### config.mk
export PLATFORM = sky130hd
export DESIGN_NAME = if_id_stage
export DESIGN_NICKNAME = d
export VERILOG_FILES = /design/src/rtl/if_id_stage.sv
export SDC_FILE = /design/constraint.sdc
export NUM_CORES = 1
export LEC_CHECK = 0
export ABC_CLOCK_PERIOD_IN_PS = 4400
export CORE_MARGIN = 1.5
export CORE_UTILIZATION = 50
export CTS_BUF_LIST = sky130_fd_sc_hd__clkbuf_8 sky130_fd_sc_hd__clkbuf_16
export DETAILED_ROUTE_END_ITERATION = 10
export PLACE_DENSITY = 0.78
export REMOVE_ABC_BUFFERS = 1
export SETUP_SLACK_MARGIN = 0.2
export SLEW_MARGIN = 20
export SYNTH_ARGS = -nofsm -noshare
export SYNTH_HDL_FRONTEND = slang
export SYNTH_SLANG_ARGS = --single-unit
### constraint.sdc
create_clock -name clk -period 4.4 [get_ports clk]
set_input_delay 1.32 -clock clk [delete_from_list [all_inputs] [get_ports clk]]
set_output_delay 1.32 -clock clk [all_outputs]
set_load 0.005 [all_outputs]
### src/rtl/if_id_stage.sv
// IF/ID pipeline stage: two-entry skid buffer between fetch and decode,
// with the held instruction split into decode fields.
//
// state | meaning
// EMPTY | no instruction held
// ONE   | main entry holds the presented instruction, skid empty
// FULL  | main holds the presented instruction, skid holds the next one
module if_id_stage #(
    parameter int INSTR_W = 16,
    parameter int PC_W    = 16
) (
    input  logic               clk,
    input  logic               rst,
    input  logic               in_valid,
    output logic               in_ready,
    input  logic [INSTR_W-1:0] in_instr,
    input  logic [PC_W-1:0]    in_pc,
    input  logic               flush,
    output logic               out_valid,
    input  logic               out_ready,
    output logic [PC_W-1:0]    out_pc,
    output logic [2:0]         opcode,
    output logic [2:0]         reg_a,
    output logic [2:0]         reg_b,
    output logic [2:0]         reg_c,
    output logic [6:0]         immediate,
    output logic [9:0]         long_immediate
);

    typedef enum logic [1:0] {
        EMPTY = 2'b00,
        ONE   = 2'b01,
        FULL  = 2'b11
    } state_t;

    state_t             state;
    state_t             state_nxt;
    logic [INSTR_W-1:0] main_instr;
    logic [PC_W-1:0]    main_pc;
    logic [INSTR_W-1:0] skid_instr;
    logic [PC_W-1:0]    skid_pc;
    logic               accept;
    logic               consume;
    logic               load_main_in;
    logic               load_main_skid;
    logic               clear_main;
    logic               load_skid;

    // Ready only looks at registered state (and reset), never at out_ready.
    assign in_ready  = (state != FULL) & ~rst;
    assign out_valid = (state != EMPTY);
    assign accept    = in_valid & in_ready;
    assign consume   = out_valid & out_ready;

    // State register.
    always_ff @(posedge clk or posedge rst) begin
        if (rst) begin
            state <= EMPTY;
        end else begin
            state <= state_nxt;
        end
    end

    // Next state and entry load/clear strobes; flush forces EMPTY.
    always_comb begin
        state_nxt      = state;
        load_main_in   = 1'b0;
        load_main_skid = 1'b0;
        clear_main     = 1'b0;
        load_skid      = 1'b0;
        case (state)
            EMPTY: begin
                if (accept) begin
                    load_main_in = 1'b1;
                    state_nxt    = ONE;
                end
            end
            ONE: begin
                if (consume) begin
                    if (accept) begin
                        load_main_in = 1'b1;
                    end else begin
                        clear_main = 1'b1;
                        state_nxt  = EMPTY;
                    end
                end else if (accept) begin
                    load_skid = 1'b1;
                    state_nxt = FULL;
                end
            end
            FULL: begin
                // in_ready is low here, so no accept can coincide with the refill.
                if (consume) begin
                    load_main_skid = 1'b1;
                    state_nxt      = ONE;
                end
            end
            default: state_nxt = EMPTY;
        endcase
        if (flush) begin
            state_nxt = EMPTY;
        end
    end

    // Entry payloads; empty entries are kept at zero so the field outputs read zero.
    always_ff @(posedge clk or posedge rst) begin
        if (rst) begin
            main_instr <= '0;
            main_pc    <= '0;
            skid_instr <= '0;
            skid_pc    <= '0;
        end else if (flush) begin
            main_instr <= '0;
            main_pc    <= '0;
            skid_instr <= '0;
            skid_pc    <= '0;
        end else begin
            if (load_main_in) begin
                main_instr <= in_instr;
                main_pc    <= in_pc;
            end else if (load_main_skid) begin
                main_instr <= skid_instr;
                main_pc    <= skid_pc;
            end else if (clear_main) begin
                main_instr <= '0;
                main_pc    <= '0;
            end
            if (load_skid) begin
                skid_instr <= in_instr;
                skid_pc    <= in_pc;
            end else if (load_main_skid) begin
                skid_instr <= '0;
                skid_pc    <= '0;
            end
        end
    end

    assign out_pc         = main_pc;
    assign opcode         = main_instr[15:13];
    assign reg_a          = main_instr[12:10];
    assign reg_b          = main_instr[9:7];
    assign reg_c          = main_instr[2:0];
    assign immediate      = main_instr[6:0];
    assign long_immediate = main_instr[9:0];

endmodule

## Word level (Yosys, flattened, before mapping)

Index checks and enable logic that the tools add are counted.

- Equality and inequality tests: 7
- Mux-type cells: 29
- Bitwise operators: 4
- Reductions and logical operators: 5

Operators with widths:

| kind | number |
|---|---|
| 2-to-1 mux 16 bit | 12 |
| 2-to-1 mux 2 bit | 6 |
| 2-to-1 mux 1 bit | 9 |
| != test 4 bit, second input constant | 2 |
| != test 3 bit, second input constant | 2 |
| one-hot mux 2 bit (3 select lines) | 1 |
| AND reduction 4 bit | 1 |
| nonzero test 4 bit | 1 |
| AND 1 bit | 3 |
| nonzero test 3 bit | 1 |
| equality test 2 x 1 -> 1 bit, second input constant | 1 |
| equality test 2 bit, second input constant | 1 |
| logical NOT 2 bit | 1 |
| != test 2 bit, second input constant | 1 |
| one-hot mux 1 bit (2 select lines) | 1 |
| nonzero test 2 bit | 1 |
| NOT 1 bit | 1 |

- Output and inout port bits: 47
- Input port bits: 37
- Word-level logic and storage cells: 50
- Register bits after elaboration: 66

## Logic depth before layout (Yosys ltp)

- Word-level depth: 10
- Mapped depth: 8
- Gate-level depth less buffers: 6

## Worst setup path before layout

Ideal clock, no wire load.

- Kind: input port to output port
- Start point: input port rst
- End point: output port in_ready
- Data arrival time: 1.415 ns
- Required time: 3.080 ns
- Cell stages on the path: 1
- Buffers on the path: 0
- Path slack: 1.665 ns
- Cells stage by stage: nor2_1

- Cells in the longest elaborated chain, start to end: 2

Ends and longest elaborated chain:

| what | line | text |
|---|---|---|
| start, declared | 13 | `input logic rst,` |
| NOT 1 bit | 50 | `assign in_ready = (state != FULL) & ~rst;` |
| AND 1 bit | 50 |  |
| end, declared | 15 | `output logic in_ready,` |

Every way passes these cells.

## Worst setup path in the final report

Ends and elaborated chain as after synthesis.

==> run metrics <==
outcome=finished clean; routed length per instance=between 15 and 20 um; CTS clk-pin slew, worst paths=0.07 ns; Clk Latency, worst-skew pair=around 0.33 ns; overall routed net length=approximately 7 mm; worst-case clock buffer depth=2; drt drc=0; Top FF cell, synth=dfrtp_1; fin crit share=85.3%; setup_tns=0 ns; peak fanout along the critical path=5; Mapped Avg Cell Area=10.8 sq um; first-pass GRT wire length=11.8 mm; post-route ant nets=0; area of the mapped netlist=between 3000 and 4000 sq um; Slew headroom=between 40% and 50%; via/cell ratio=about 5.8; top cells by area, synth=dfrtp_1, mux2i_1, a222oi_1; fin nets=397; Clock Skew=0.00807 ns; Critical Path End Type=primary output; core area=about 6000 sq um; FF+latch area=1650 sq um; Clock Sinks=66; synthesis-to-layout area growth=31.4%; max-slew violations=0; post-CTS setup buffer count=0; Ant. Diodes=0; final hold viol count=0; Synth top area share=52.5%; crit start category=input pin; largest net degree at the start of global routing=between 60 and 70; Post-CTS Hold Buffers=0; Vias=approximately 2,500; WP data arrival=2.43 ns; Initial Utilization=52.5%; Port Buffer Count=83; Leak=0.00204 uW; Synth area leader=dfrtp_1; Multi-input gate area=roughly 1300 sq um; highest clock rate=266 MHz; Rows=28; layout cells sized above 1=7.76%; Cells after Synth=roughly 300; clk root buf=clkbuf_8; Worst-Margin Slew=roughly 0.82 ns; Async SR Flop Fraction=100%; die height=just over 80 um; post-synthesis sequential area ratio=52.5%; post-CTS sizing=0; number of synthesized flops with an enable pin=0; CTS buffer count=9; Power Density=roughly 400 nW/um^2; Setup CP Type=input pin to primary output; HPWL Detailed=4.47 mm; Max IR drop VDD=0.248 mV; final non-filler cell total=between 400 and 500; DR iter-0 viols=312; top-level port count=84; Synthesis Warnings=0; commonest cells in the netlist=dfrtp_1, nor2_1, mux2i_1; RSZ-0062 raised after global routing=false; total gr overflow=0; setup violators final=0; H-tree Lvls=3; die area=6770 sq um; number of max-cap violations=0; number of global-route vias before repair=2,500; Netlist cell types=24; Die X=82.3 um; final RePlAce weighted congestion=0.745; critical path required time=around 3.1 ns; CTS tree=built; placed cells=420; initial antenna violation count=0; post-synthesis register bit count=66; Hold WC Path Type=flop to flop; overall global routing resource usage=between 20% and 30%; # fillers=around 480; DRT Pass-1 Iters=6; Min Clock Period, post-route=3.75 ns
## per-layer routing
layer	share of wire (%)	global-route usage (%)	up-vias
li1	-	-	1157
met1	45	31.2	1240
met2	46	37.5	110
met3	7.9	5.27	12
met4	1.4	7.63	0
met5	0	0	-
## report_power, final
part	internal (uW)	leakage (uW)	switching, uW
Clock	290	0.000105	222
Sequential	661	0.000909	34.5
Combinational	226	0.00102	210
Total	1180	0.00204	467
## critical path, stage by stage
cell,delay (ns)
clkdlybuf4s50_1,0.49
nor2_1,0.12
clkdlybuf4s50_1,0.50
## path summary, 6_finish.rpt
| check | from | to | slack, ns | depth (start not counted) |
|---|---|---|---|---|
| max | rst | in_ready | 0.65 | 3 |
| min | skid_pc[15]$_DFFE_PP0P_ | out_pc[15]$_DFFE_PP0P_ | 0.53 | 2 |
| max reg2reg | state[0]$_DFFE_PP0P_ | skid_instr[7]$_DFFE_PP0P_ | 2.15 | 6 |
| min reg2reg | skid_pc[15]$_DFFE_PP0P_ | out_pc[15]$_DFFE_PP0P_ | 0.53 | 2 |
| max in group asynchronous | rst | skid_pc[6]$_DFFE_PP0P_ | 2.20 | 3 |
| min in group asynchronous | rst | out_pc[7]$_DFFE_PP0P_ | 1.68 | 3 |
## cells by family after synthesis
family	count (synthesis)	share of synthesized area, %
adders and majority gates	4	1.59
buffers and inverters	41	7.00
and+or+nand+nor	108	16.4
AOI/OAI and AO/OA	39	11.5
muxes	34	11.0
DFF	66	52.5
## metrics by stage
step	hold WS [ns]	instance area, sq um	worst slack (ns)	power, uW	util, %
final	0.527	4130	0.647	1640	69.0
after CTS	0.530	4130	0.649	1660	69.0
after global routing	0.559	4130	0.598	1730	69.0
after detailed placement	0.517	3930	0.650	1140	65.6
after global placement	0.502	3930	0.667	1130	65.6
after floorplan	0.485	2940	1.12	934	-
## cell type report
class                   instances  area share [%]
inverters                       5           0.454
clock buffers                  11            3.66
multi-input cells             185            31.0
well taps                      75            2.27
repair buffers                 89            21.4
flip-flops and latches         66            40.0
clock inverters                 5            1.27
## registers in the layout, indices dropped and copies added (netlist names)
name and count:
main_instr 16, out_pc 16, skid_instr 16, skid_pc 16
state 2
## cells in the final DEF (no fill, tap or decap)
| cell type | netlist | layout |
|---|---|---|
| nand2_1 | 1 | 1 |
| mux2i_1 | 33 | 33 |
| inv_2 | 0 | 1 |
| mux2_4 | 1 | 1 |
| a211o_1 | 1 | 1 |
| nand3b_1 | 1 | 1 |
| clkdlybuf4s50_1 | 0 | 82 |
| nor3b_1 | 1 | 1 |
| o21ai_0 | 1 | 1 |
| and3_1 | 1 | 1 |
| buf_2 | 8 | 1 |
| nor2_1 | 66 | 65 |
| clkinv_2 | 0 | 3 |
| nand2b_1 | 3 | 3 |
| and2_1 | 32 | 32 |
| nor2b_1 | 1 | 1 |
| buf_12 | 0 | 1 |
| a222oi_1 | 32 | 32 |
| clkinvlp_4 | 0 | 1 |
| o22ai_1 | 3 | 3 |
| nand3_2 | 0 | 1 |
| buf_4 | 13 | 5 |
| clkbuf_8 | 0 | 11 |
| dfrtp_1 | 66 | 66 |
| ha_1 | 4 | 4 |
| inv_1 | 5 | 4 |
| bufinv_16 | 0 | 1 |
| or3b_4 | 1 | 1 |
| a21oi_1 | 2 | 2 |
| nor2_2 | 0 | 1 |
Power figures use the tool's default switching activity.
